==> src/rtl/alu_arbiter.sv <==
// alu_arbiter: round-robin front end that shares one combinational ALU
// between two valid/ready requesters. Operands are registered into the ALU
// on accept, the result/flags are captured one cycle later, and the
// response is held until the consumer takes it.
module alu_arbiter #(
    parameter int WIDTH = 32
) (
    input  logic             clk,
    input  logic             rst_n,
    // requester 0
    input  logic             req0_valid,
    output logic             req0_ready,
    input  logic [WIDTH-1:0] req0_src1,
    input  logic [WIDTH-1:0] req0_src2,
    input  logic [3:0]       req0_op,
    input  logic [2:0]       req0_bonus,
    // requester 1
    input  logic             req1_valid,
    output logic             req1_ready,
    input  logic [WIDTH-1:0] req1_src1,
    input  logic [WIDTH-1:0] req1_src2,
    input  logic [3:0]       req1_op,
    input  logic [2:0]       req1_bonus,
    // ALU side
    output logic [WIDTH-1:0] alu_src1,
    output logic [WIDTH-1:0] alu_src2,
    output logic [3:0]       alu_ctrl,
    output logic [2:0]       alu_bonus,
    input  logic [WIDTH-1:0] alu_result,
    input  logic             alu_zero,
    input  logic             alu_cout,
    input  logic             alu_overflow,
    // response channel
    output logic             rsp_valid,
    input  logic             rsp_ready,
    output logic             rsp_id,
    output logic [WIDTH-1:0] rsp_result,
    output logic [2:0]       rsp_zcv,
    output logic             rsp_err
);

    typedef enum logic [1:0] {
        IDLE = 2'd0,
        EXEC = 2'd1,
        RESP = 2'd2
    } state_t;

    state_t           r_state;
    state_t           w_next_state;
    logic             r_prio;
    logic             r_id;
    logic [WIDTH-1:0] r_alu_src1;
    logic [WIDTH-1:0] r_alu_src2;
    logic [3:0]       r_alu_ctrl;
    logic [2:0]       r_alu_bonus;
    logic [WIDTH-1:0] r_rsp_result;
    logic [2:0]       r_rsp_zcv;
    logic             r_rsp_err;
    logic             w_grant_id;
    logic             w_accept;
    logic             w_illegal;
    logic             w_arith;

    assign alu_src1   = r_alu_src1;
    assign alu_src2   = r_alu_src2;
    assign alu_ctrl   = r_alu_ctrl;
    assign alu_bonus  = r_alu_bonus;
    assign rsp_id     = r_id;
    assign rsp_result = r_rsp_result;
    assign rsp_zcv    = r_rsp_zcv;
    assign rsp_err    = r_rsp_err;

    // A lone requester always wins; a tie goes to the priority pointer.
    assign w_grant_id = (req0_valid && req1_valid) ? r_prio : req1_valid;
    assign w_accept   = req0_ready || req1_ready;

    // State register.
    // NOTE: all clocked state uses non-blocking assignments so every register
    // samples pre-edge values, independent of process evaluation order.
    always_ff @(posedge clk) begin
        if (!rst_n) r_state <= IDLE;
        else        r_state <= w_next_state;
    end

    // Next-state logic: accept -> EXEC -> RESP -> (consumer takes it) -> IDLE.
    // NOTE: the default assignment at the top keeps this combinational block
    // from inferring a latch on paths that do not change state.
    always_comb begin
        w_next_state = r_state;
        case (r_state)
            IDLE:    if (w_accept) w_next_state = EXEC;
            EXEC:    w_next_state = RESP;
            RESP:    if (rsp_ready) w_next_state = IDLE;
            default: w_next_state = IDLE;
        endcase
    end

    // FSM outputs: ready only for the granted port in IDLE, response valid in RESP.
    always_comb begin
        req0_ready = 1'b0;
        req1_ready = 1'b0;
        rsp_valid  = (r_state == RESP);
        if (rst_n && (r_state == IDLE)) begin
            req0_ready = req0_valid && !w_grant_id;
            req1_ready = req1_valid &&  w_grant_id;
        end
    end

    // Operand registers feeding the ALU; loaded only on a request handshake.
    // NOTE: every register here is plain flops (no memory array), so all of
    // them get an explicit reset value.
    always_ff @(posedge clk) begin
        if (!rst_n) begin
            r_alu_src1  <= '0;
            r_alu_src2  <= '0;
            r_alu_ctrl  <= '0;
            r_alu_bonus <= '0;
            r_id        <= 1'b0;
        end else if (w_accept) begin
            r_id <= w_grant_id;
            if (w_grant_id) begin
                r_alu_src1  <= req1_src1;
                r_alu_src2  <= req1_src2;
                r_alu_ctrl  <= req1_op;
                r_alu_bonus <= req1_bonus;
            end else begin
                r_alu_src1  <= req0_src1;
                r_alu_src2  <= req0_src2;
                r_alu_ctrl  <= req0_op;
                r_alu_bonus <= req0_bonus;
            end
        end
    end

    // Decode whether the registered op is one the ALU defines.
    always_comb begin
        w_illegal = 1'b0;
        case (r_alu_ctrl)
            4'd0, 4'd1, 4'd2, 4'd6, 4'd12, 4'd13: w_illegal = 1'b0;
            4'd7:    w_illegal = (r_alu_bonus == 3'd5) || (r_alu_bonus == 3'd7);
            default: w_illegal = 1'b1;
        endcase
    end

    // Carry and overflow only carry meaning for ADD and SUB.
    assign w_arith = (r_alu_ctrl == 4'd2) || (r_alu_ctrl == 4'd6);

    // Capture the ALU result and masked flags at the end of EXEC.
    always_ff @(posedge clk) begin
        if (!rst_n) begin
            r_rsp_result <= '0;
            r_rsp_zcv    <= '0;
            r_rsp_err    <= 1'b0;
        end else if (r_state == EXEC) begin
            if (w_illegal) begin
                r_rsp_result <= '0;
                r_rsp_zcv    <= 3'b000;
                r_rsp_err    <= 1'b1;
            end else begin
                r_rsp_result <= alu_result;
                r_rsp_zcv    <= {alu_zero, (w_arith ? {alu_cout, alu_overflow} : 2'b00)};
                r_rsp_err    <= 1'b0;
            end
        end
    end

    // Round-robin pointer: the other port wins the next tie once a response retires.
    always_ff @(posedge clk) begin
        if (!rst_n)                            r_prio <= 1'b0;
        else if ((r_state == RESP) && rsp_ready) r_prio <= ~r_id;
    end

endmodule

==> config.mk <==
export PLATFORM = sky130hd
export DESIGN_NAME = alu_arbiter
export DESIGN_NICKNAME = d
export VERILOG_FILES = /design/src/rtl/alu_arbiter.sv
export SDC_FILE = /design/constraint.sdc
export NUM_CORES = 1
export LEC_CHECK = 0
export BUFFER_PORTS_ARGS = -buffer_cell sky130_fd_sc_hd__buf_2
export CORE_AREA = 2 2 114 116
export CTS_CLUSTER_SIZE = 28
export DETAILED_ROUTE_END_ITERATION = 12
export DIE_AREA = 0 0 116 118
export PLACE_DENSITY = 0.69
export SLEW_MARGIN = 20
export SYNTH_ARGS = -nofsm -noshare
export SYNTH_HDL_FRONTEND = slang
export SYNTH_SLANG_ARGS = --single-unit
==> constraint.sdc <==
create_clock -name clk -period 2.49 [get_ports clk]
set_clock_uncertainty 0.1 [all_clocks]
set_input_delay 0.249 -clock clk [delete_from_list [all_inputs] [get_ports clk]]
set_output_delay 0.249 -clock clk [all_outputs]
set_load 0.01 [all_outputs]
# Word level (Yosys, flattened, before mapping)

Cells that the tools add are included.

Register bits after elaboration: 111
Output and inout bits: 111
Input bits: 182

Equal/unequal tests: 12
Mux-type cells: 15
Bitwise operators: 1
Reductions and logical operators: 13

Operators with widths:

| cell                                           | number |
|---|---|
| 2-to-1 mux 32 bit                              | 3 |
| == test 4 x 3 -> 1 bit (second input constant) | 2 |
| == test 4 bit (second input constant)          | 2 |
| == test 3 bit (second input constant)          | 2 |
| 2-to-1 mux 2 bit                               | 3 |
| 2-to-1 mux 3 bit                               | 2 |
| one-hot mux 2 bit (3 select lines)             | 1 |
| OR reduction 6 bit                             | 1 |
| logical AND 1 bit                              | 5 |
| == test 4 x 1 -> 1 bit (second input constant) | 1 |
| == test 4 x 2 -> 1 bit (second input constant) | 1 |
| zero test 4 bit                                | 1 |
| 2-to-1 mux 1 bit                               | 4 |
| 2-to-1 mux 4 bit                               | 1 |
| logical OR 1 bit                               | 3 |
| == test 2 x 1 -> 1 bit (second input constant) | 1 |
| == test 2 bit (second input constant)          | 1 |
| zero test 2 bit                                | 1 |
| != test 2 x 1 -> 1 bit (second input constant) | 1 |
| != test 2 bit (second input constant)          | 1 |
| one-hot mux 1 bit (2 select lines)             | 1 |
| AND reduction 2 bit                            | 1 |
| zero test 1 bit                                | 1 |
| NOT 1 bit                                      | 1 |

# Depth between registers and ports, before layout

Gate-level depths: netlist of run 1.

Depth in word-level cells: 8
Gate-level depth with buffers: 6

# Least setup slack after synthesis of run 1

OpenSTA, ideal clock, no wires.

Kind: register -> register
Start: reg r_alu_ctrl[2], in the netlist alu_ctrl[2]
End: reg r_rsp_result[10], in the netlist rsp_result[10]
Data arrival time: 1.490 ns
Path buffers: 1
Slack: 0.843 ns
Data required time: 2.333 ns
Cell stages (with the launch flop): 5
Library setup time: 0.057 ns
Clock period less this slack: 1.647 ns
Path through: dfxtp_1 > o221ai_1 > a2111oi_4 > buf_6 > a22o_2

Longest elaborated chain between the ends: 4
Elaborated cells on any way between the ends: 10
Those cells by class: 6 x eq/ne; 2 x mux; 2 x reduce/logical

RTL lines:

| element                                              | line | RTL |
|---|---|---|
| from (decl)                                          | 54   | `logic [3:0] r_alu_ctrl;` |
| from (signal assigned)                               | 124  | `r_alu_ctrl <= req1_op;` |
| from (signal assigned)                               | 129  | `r_alu_ctrl <= req0_op;` |
| == test 4 x 2 -> 1 bit, or another cell as far along | 138  | `case (r_alu_ctrl)` |
| OR reduction 6 bit                                   | 138  |  |
| one-hot mux 1 bit (2 select lines) *                 | 138  |  |
| 2-to-1 mux 32 bit *                                  | 155  | `if (w_illegal) begin` |
| to (signal assigned)                                 | 160  | `r_rsp_result <= alu_result;` |
| to (decl)                                            | 56   | `logic [WIDTH-1:0] r_rsp_result;` |

Every way passes the cells marked *; elsewhere a longest branch is shown, timed or not.
A chain may end at the register's enable or synchronous reset.

# Worst setup path after layout of run 1

Start: reg r_prio
End: out req1_ready

Longest elaborated chain between the ends: 3

RTL lines:

| element                | line | RTL |
|---|---|---|
| from (decl)            | 50   | `logic r_prio;` |
| from (signal assigned) | 170  | `else if ((r_state == RESP) && rsp_ready) r_prio <= ~r_id;` |
| 2-to-1 mux 1 bit       | 74   | `assign w_grant_id = (req0_valid && req1_valid) ? r_prio : req1_valid;` |
| logical AND 1 bit      | 105  | `req1_ready = req1_valid && w_grant_id;` |
| 2-to-1 mux 1 bit       | 103  | `if (rst_n && (r_state == IDLE)) begin` |
| to (decl)              | 19   | `output logic req1_ready,` |

Every way passes these cells.

==> results of run 1 <==
critical path: stages, from the launching register on:
cell and delay, ps:
dfxtp_1 420, o21a_2 510, and2_1 210, buf_2 140
where the power goes:
part	switching, uW	internal, uW
Sequential	83.4	1930
Combinational	434	363
Clock	647	773
Total	1160	3070
cell usage after synthesis, drive strengths merged:
cell type | instances | area share, %
a2111oi | 1 | 0.63
a211oi | 1 | 0.17
a21oi | 2 | 0.23
a22o | 33 | 7.7
a22oi | 3 | 0.52
a311oi | 1 | 0.20
a31oi | 71 | 10
and2 | 2 | 0.32
and2b | 1 | 0.20
and3 | 1 | 0.14
buf | 19 | 2.7
clkbuf | 26 | 2.2
dfxtp | 111 | 51
inv | 3 | 0.26
nand2 | 147 | 13
nand2b | 2 | 0.46
nor2 | 6 | 0.52
nor3b | 1 | 0.17
nor4b | 1 | 0.20
o21a | 2 | 0.35
o21ai | 73 | 8.4
o221ai | 1 | 0.20
or2 | 1 | 0.20
worst paths after layout:
path	end	cells past startpoint	slack, ps
max	req1_ready	3	530
min	rsp_result[5]	2	10
max reg2reg	alu_src1[25]	5	700
min reg2reg	rsp_err	2	350
through the flow:
step | setup slack [ps] | power, uW
floorplan | 843.1 | 2468
global placement | 712.7 | 2844
detailed placement | 696.6 | 2851
CTS | 492.1 | 4279
global route | 436.2 | 4453
finish | 525.2 | 4233
metal layers:
metal	wire, um	vias to the layer above	global-route usage (%)
met5	0	-	0
met3	1275	22	6.025
met1	5780	2058	22.69
met4	303	0	7.813
met2	6679	209	34.43
li1	-	2339	-
cells by family (layout without fill, tap and decap cells):
kind of cell    Yosys count  after routing  synth area share, %
compound gates          188            188                28.66
simple gates            162            162                14.94
buf+inv                  48            323                5.190
flops                   111            111                51.21
flip-flops by register name (all words and copies together) (netlist names):
name        flops
alu_bonus       3
alu_ctrl        4
alu_src1       32
alu_src2       32
r_prio          1
r_state         2
rsp_err         1
rsp_id          1
rsp_result     32
rsp_zcv         3
timing repair:
item,4_1_cts,5_1_grt
hold endpoints to repair,3,0
buffers inserted,0,0
hold buffers,3,0
cell type report:
type	count	area, sq um	area share, %
clock inverter	7	63.81	1.022
inverter	3	11.26	0.1803
tap	172	215.2	3.446
multi-input combinational	350	1912	30.61
clock buffer	9	225.2	3.606
sequential	111	2222	35.58
timing repair buffer	304	1597	25.56
==> impl_metrics.py, run 1 <==
metrics = {
    "status": {
        "outcome": "completed",
    },
    "worst_setup_path": {
        "critPathMaxFanout": 23,
        "endpoint_kind": "primary output",
        "r2r-start": "r_state[0]",
        "worstPathRequired_ps": 2140,
        "critPathLaunch": "r_prio",
        "start_kind": "register",
        "worst_ep_arrival_time_ps": 1620,
        "crit_type": "register to primary output",
    },
    "cts": {
        "insertion_delay_ps": 350,
        "cts.sinks": 111,
        "cts_resized": 0,
        "cts_tree": "yes",
        "cts_buffer_depth": 2,
        "cts-htree-levels": 3,
        "cts_buffers": 9,
        "cts-root-buf": "clkbuf_16",
        "clk_pin_slew_worst_paths_ps": 70,
    },
    "global_route": {
        "antenna_found_initial": 0,
        "grt_max_degree": 73,
        "grt_usage_pct": 19.92,
        "grt_pass1_wl_mm": 21.58,
        "grt.overflow.total": 0,
        "grt_pass1_vias": 4462,
    },
    "synthesis": {
        "synth_nets": 691,
        "yosysSeqAreaShare_pct": 51.21,
        "synth_cell_types": 30,
        "ys_warn_count": 0,
        "synth.ff_latch_count": 111,
        "synth_area_sq_um": 4339,
        "syn_inst": 509,
        "syn_area_per_cell_sq_um": 8.525,
    },
    "layout": {
        "fill_cells": 1255,
        "fin_util_pct": 50.31,
        "final_cells": 956,
        "postLayoutCellArea_sq_um": 6246,
        "antenna_cells": 0,
        "layout_commonest_cell": "buf_2",
        "mostFrequentLayoutCells": "buf_2, nand2_1, dfxtp_1",
        "drive_gt1_share_pct": 45.28,
        "nNetsFinal": 961,
        "area_growth_pct": 43.94,
    },
    "die": {
        "ioPinCount": 293,
        "die_w_um": 116,
        "core_area_sq_um": 12410,
        "die_area_sq_um": 13690,
        "std_cell_rows": 41,
        "start_util_pct": 34.95,
        "die_h_um": 118,
    },
    "placement": {
        "dp_hpwl_mm": 10.27,
        "place_congestion": 0.8031,
        "placed_cells": 937,
        "dpl_cell_area_sq_um": 5927,
        "port_buffers": 292,
    },
    "detailed_routing": {
        "ant_nets": 0,
        "wl_per_cell_um": 14.68,
        "drt_wl_total_mm": 14.04,
        "via_per_inst": 4.841,
        "num_vias": 4628,
        "drc": 0,
        "drt_iter0_drc": 200,
        "drtPass1Iterations": 4,
    },
    "timing": {
        "period_share_pct": 78.91,
        "tightest_slew_ps": 659.5,
        "final-hold-violation-count": 0,
        "finalCriticalPeriod_ps": 1965,
        "rsz0062_at_grt": "false",
        "relSlewSlack_pct": 56.03,
        "slew_viol_final": 0,
        "tns_ps": 0,
        "setup_viol": 0,
        "max_freq_mhz": 508.9,
        "hold_ws_ps": 11.62,
    },
    "pwr": {
        "power.density_nw_per_um2": 677.7,
        "leakage_uw": 0.003119,
        "ir_worst_vdd_v": 0.0003638,
    },
    "hold_path": {
        "hp-start": "alu_result[5]",
        "hold_class": "primary input to register",
    },
    "run": {
        "cap_viol_max_count": 0,
    },
}
No activity file was read; power rests on OpenSTA's default activity.
==> inputs of run 2 (changes only) <==
--- a/config.mk
+++ b/config.mk
@@ -10,7 +10,7 @@
 export CTS_CLUSTER_SIZE = 28
 export DETAILED_ROUTE_END_ITERATION = 12
 export DIE_AREA = 0 0 116 118
-export PLACE_DENSITY = 0.69
+export PLACE_DENSITY = 0.72
 export SLEW_MARGIN = 20
 export SYNTH_ARGS = -nofsm -noshare
 export SYNTH_HDL_FRONTEND = slang
==> constraint.sdc (replaced) <==
create_clock -name clk -period 1.71 [get_ports clk]
set_clock_uncertainty 0.1 [all_clocks]
set_input_delay 0.171 -clock clk [delete_from_list [all_inputs] [get_ports clk]]
set_output_delay 0.171 -clock clk [all_outputs]
set_load 0.01 [all_outputs]
==> run 2 against run 1 <==
  * Worst hold slack better by 25 ps
  * Total power rose by 64%
  * Sequential power up 46%
  * Die area unchanged
==> impl_metrics.py, run 2 (synthesized netlist as in run 1, its figures left out) <==
metrics = {
    "pwr": {
        "pwr-share-comb_pct": 23.1,
        "ir_worst_vdd_v": 0.0006608,
        "power.density_nw_per_um2": 848.3,
        "p_int_uw": 5080,
        "netSwitchingFraction_pct": 26.76,
        "pwr-share-seq_pct": 42.4,
        "leakage_uw": 0.003924,
        "p_sw_uw": 1856,
        "p_clk_share_pct": 34.5,
    },
    "die": {
        "die_h_um": 118,
        "start_util_pct": 34.95,
        "ioPinCount": 293,
        "die_w_um": 116,
        "core_area_sq_um": 12410,
        "std_cell_rows": 41,
        "die_area_sq_um": 13690,
    },
    "global_route": {
        "grt_busiest_layer": "met2",
        "grt.overflow.total": 0,
        "globalRouteMet1Util_pct": 27.74,
        "grt_usage_pct": 26.21,
        "gr-usage-met2_pct": 45.98,
        "antenna_found_initial": 0,
        "grt_util_met3_pct": 8.548,
        "grt_pass1_vias": 5874,
        "grt_max_degree": 73,
        "grt_pass1_wl_mm": 28.51,
    },
    "layout": {
        "antenna_cells": 0,
        "layout_commonest_cell": "buf_2",
        "area_growth_pct": 88.44,
        "mostFrequentLayoutCells": "buf_2, dlygate4sd3_1, nand2_1",
        "drive_gt1_share_pct": 38.13,
        "fill_cells": 941,
        "multi_input_area_sq_um": 1936,
        "register_area_sq_um": 2227,
        "nNetsFinal": 1143,
        "final_cells": 1137,
    },
    "detailed_routing": {
        "wl_per_cell_um": 16.55,
        "drt_iter0_drc": 415,
        "drtPass1Iterations": 5,
        "via_per_inst": 5.090,
        "drt_wl_total_mm": 18.82,
        "drc": 0,
        "num_vias": 5787,
        "ant_nets": 0,
    },
    "timing": {
        "relSlewSlack_pct": 71.61,
        "finalCriticalPeriod_ps": 1667,
        "slew_viol_final": 0,
        "final-hold-violation-count": 0,
        "max_freq_mhz": 599.8,
        "tns_ps": 0,
        "hold_ws_ps": 36.28,
        "period_share_pct": 97.49,
        "rsz0062_at_grt": "true",
        "setup_viol": 0,
        "tightest_slew_ps": 419.9,
    },
    "cts": {
        "cts.sinks": 111,
        "cts_buffers": 9,
        "insertion_delay_ps": 350,
        "clk_pin_slew_worst_paths_ps": 70,
        "cts_buffer_depth": 2,
        "cts-htree-levels": 3,
        "cts-root-buf": "clkbuf_16",
        "cts_tree": "yes",
    },
    "worst_setup_path": {
        "rr_worst_depth": 5,
        "start_kind": "register",
        "r2r_slack_ps": 70,
        "worstPathRequired_ps": 1440,
        "r2r-start": "r_state[1]",
        "critPathMaxFanout": 4,
        "endpoint_kind": "primary output",
        "worst_ep_arrival_time_ps": 1400,
        "rr_endpoint": "alu_src1[28]",
        "crit_type": "register to primary output",
    },
    "hold_path": {
        "whs_endpoint": "alu_ctrl[1]",
        "worstHoldPathCells": 3,
        "hp-start": "req0_op[1]",
        "hold_class": "primary input to register",
    },
    "run": {
        "cap_viol_max_count": 0,
    },
    "placement": {
        "port_buffers": 292,
        "dp_hpwl_mm": 10.18,
        "place_congestion": 0.8007,
        "placed_cells": 944,
    },
    "status": {
        "outcome": "completed",
    },
}
## run 2: power by group through the flow
| stage | sequential (uW) | combinational (uW) | clock [uW] |
|---|---|---|---|
| finish | 2940 | 1600 | 2390 |
| global route | 2960 | 1740 | 2530 |
| CTS | 2930 | 1530 | 2420 |
| detailed placement | 2980 | 1210 | 0 |
| global placement | 2980 | 1200 | 0 |
| floorplan | 3090 | 506 | 0 |
## run 2: metal layers
layer  wire [um]  vias up  part of all wire (%)
li1            -     2705                     -
met1        6964     2681                    37
met2        9319      333                    50
met3        1779       68                   9.5
met4         753        0                   4.0
met5           0        -                     0
## run 2: per-stage QoR
step	instance area [sq um]	power (uW)	setup slack (ps)	util, %
6_report	8177	6936	42.87	65.86
5_1_grt	8177	7227	-27.59	65.86
4_1_cts	8125	6883	4.067	65.45
3_5_place_dp	6005	4190	-9.565	48.37
3_3_place_gp	6005	4178	-31.71	48.37
2_1_floorplan	4339	3594	63.10	-
## run 2: layout make-up
cell class	count	area share (%)
Timing Repair Buffer	486	42.22
Inverter	3	0.1377
Multi-Input combinational cell	350	23.67
Tap cell	172	2.632
Clock buffer	10	2.800
Sequential cell	111	27.24
Clock inverter	5	1.301
## run 2: repair_timing
| action | in CTS | in global routing |
|---|---|---|
| setup endpoints to repair | 13 | 39 |
| buffers inserted | 1 | 1 |
| hold buffers | 175 | 0 |
| endpoints found under the hold margin | 106 | 0 |
| cloned | 0 | 1 |
| pin swaps | 1 | 2 |
| resized for setup | 6 | 5 |
## run 2: worst max-delay path: stages (launching register included)
cell and delay, ps:
dfxtp_2 350, nor3b_4 260, buf_4 160, and3_4 190
buf_6 100
## run 2: how the worst max path moves through the flow
stage,end,slack [ps],from,cells past startpoint
2_1_floorplan,rsp_result[10],60,alu_ctrl[2],4
3_3_place_gp,alu_ctrl[0],-30,r_state[0],5
3_5_place_dp,alu_ctrl[1],-10,r_state[0],5
4_1_cts,req0_ready,4,r_state[0],4
5_1_grt,req0_ready,-30,r_state[1],4
6_report,req0_ready,40,r_state[1],4
==> inputs of run 3 (changes only) <==
--- a/config.mk
+++ b/config.mk
@@ -6,11 +6,11 @@
 export NUM_CORES = 1
 export LEC_CHECK = 0
 export BUFFER_PORTS_ARGS = -buffer_cell sky130_fd_sc_hd__buf_2
-export CORE_AREA = 2 2 114 116
+export CORE_AREA = 2 2 115 117
 export CTS_CLUSTER_SIZE = 28
 export DETAILED_ROUTE_END_ITERATION = 12
-export DIE_AREA = 0 0 116 118
-export PLACE_DENSITY = 0.72
+export DIE_AREA = 0 0 117 119
+export PLACE_DENSITY = 0.71
 export SLEW_MARGIN = 20
 export SYNTH_ARGS = -nofsm -noshare
 export SYNTH_HDL_FRONTEND = slang
==> run 3 against run 2 <==
  * Setup slack better by 27 ps
  * Via count is 0.40% lower
  * Core utilization is 2.0 points lower
  * Sequential power hardly changed
  * Sequential cell count stayed put
  * Worst hold slack better by 41 ps
  * Critical path type is now register to register
  * Largest cell class unchanged
==> impl_metrics.py, run 3 (synthesized netlist as in run 1, its figures left out) <==
metrics = {
    "worst_setup_path": {
        "worstPathRequired_ps": 1890,
        "crit_type": "register to register",
        "worst_ep_arrival_time_ps": 1820,
        "rr_worst_depth": 6,
        "rr_endpoint": "rsp_result[0]",
        "r2r_slack_ps": 70,
        "start_kind": "register",
        "slowest_stage": "dfxtp_2",
        "crit_family": "simple AND/OR/NAND/NOR gates",
        "slowest_delay_ps": 350,
        "cp_num_buf_inv": 2,
        "endpoint_kind": "register",
        "critPathMaxFanout": 17,
        "cp_cell_sequence": "nand2b_4, or2_4, a2111oi_4, buf_4, buf_12, a22o_1",
        "r2r-start": "r_state[1]",
    },
    "timing": {
        "relSlewSlack_pct": 74.31,
        "hold_ws_ps": 77.66,
        "setup_viol": 0,
        "tightest_slew_ps": 385.3,
        "period_share_pct": 95.92,
        "max_freq_mhz": 609.7,
        "rsz0062_at_grt": "true",
        "final-hold-violation-count": 0,
        "finalCriticalPeriod_ps": 1640,
        "setup_ws_ps": 69.75,
        "slew_viol_final": 0,
    },
    "layout": {
        "fin_util_pct": 63.88,
        "nNetsFinal": 1150,
        "final_cells": 1149,
        "antenna_cells": 0,
        "drive_gt1_share_pct": 38.34,
        "layout_commonest_cell": "buf_2",
        "area_growth_pct": 89.53,
        "mostFrequentLayoutCells": "buf_2, dlygate4sd3_1, nand2_1",
    },
    "cts": {
        "cts_tree": "yes",
        "clk_pin_slew_worst_paths_ps": 70,
        "cts-htree-levels": 3,
        "cts.sinks": 111,
        "cts_buffer_depth": 2,
        "cts-root-buf": "clkbuf_16",
        "cts_buffers": 9,
        "insertion_delay_ps": 350,
    },
    "global_route": {
        "grt_usage_pct": 25.59,
        "antenna_found_initial": 0,
        "grt.overflow.total": 0,
        "grt_pass1_vias": 5792,
        "grt_pass1_wl_mm": 27.96,
        "grt_max_degree": 50,
    },
    "hold_path": {
        "hp-start": "req0_valid",
        "worstHoldPathCells": 4,
        "hold_class": "primary input to register",
        "whs_endpoint": "rsp_id",
    },
    "placement": {
        "placed_cells": 950,
        "dpl_worst_slack_ps": -23.87,
        "port_buffers": 292,
        "dp_hpwl_mm": 10.08,
        "place_congestion": 0.7943,
    },
    "pwr": {
        "leakage_uw": 0.003953,
        "p_clk_share_pct": 31.8,
        "pwr-share-comb_pct": 24.2,
        "power.density_nw_per_um2": 811.5,
        "p_int_uw": 4808,
        "p_sw_uw": 1866,
        "pwr-share-seq_pct": 44.0,
        "netSwitchingFraction_pct": 27.96,
        "ir_worst_vdd_v": 0.0004424,
    },
    "detailed_routing": {
        "drc": 0,
        "drt_wl_total_mm": 18.48,
        "drt_iter0_drc": 564,
        "num_vias": 5764,
        "drtPass1Iterations": 5,
        "ant_nets": 0,
        "via_per_inst": 5.017,
        "wl_per_cell_um": 16.08,
    },
    "die": {
        "core_area_sq_um": 12870,
        "start_util_pct": 33.70,
        "die_h_um": 119,
        "die_w_um": 117,
        "std_cell_rows": 42,
        "die_area_sq_um": 13920,
        "ioPinCount": 293,
    },
    "run": {
        "cap_viol_max_count": 0,
    },
    "status": {
        "outcome": "completed",
    },
}
[run 3: worst max path at each step]
| stage | start | endpoint | depth (start not counted) |
|---|---|---|---|
| floorplan | alu_ctrl[2] | rsp_result[10] | 4 |
| global placement | rst_n | alu_src2[15] | 6 |
| detailed placement | rst_n | alu_src2[5] | 6 |
| CTS | r_state[0] | req0_ready | 4 |
| global route | r_state[0] | req0_ready | 4 |
| finish | r_state[1] | rsp_result[0] | 6 |
[run 3: routing by layer]
metal	up-vias	global-route usage, %	wire length [um]
met5	-	0	0
met4	0	18.09	1081
met3	84	6.768	1484
met2	352	43.64	9070
met1	2607	26.78	6841
li1	2721	-	-
[run 3: repair_timing]
item	CTS	global route
gates resized for setup	2	6
endpoints found under the setup margin	6	67
buffers inserted	0	4
endpoints found under the hold margin	107	0
cloned	0	1
pin swaps	1	3
hold buffers	178	0
[run 3: tightest hold or removal path: stages]
cell and delay [ps]:
buf_2 130, nand2_1 60, a22oi_1 50, nor2_1 80
[run 3: metrics by stage]
stage	instance area [sq um]	setup TNS [ps]	power, uW
after global routing	8224	-29.37	7011
final	8224	0	6674
after detailed placement	6062	-23.87	4203
after global placement	6062	0	4182
after floorplan	4339	0	3594
after CTS	8150	-1.422	6646
[run 3: cell type report]
type                    count  area, sq um
fillers                   973         4651
repair buffers            493         3536
flip-flops and latches    111         2225
multi-input cells         350         1937
clock buffers               9        225.2
well taps                 176        220.2
clock inverters             7        70.07
inverters                   3        11.26
[run 3: power groups by stage]
stage | clock network, uW | registers, uW | logic [uW]
2_1_floorplan | 0 | 3090 | 506
3_3_place_gp | 0 | 2980 | 1200
3_5_place_dp | 0 | 2980 | 1220
4_1_cts | 2170 | 2930 | 1550
5_1_grt | 2290 | 2960 | 1750
6_report | 2120 | 2940 | 1620
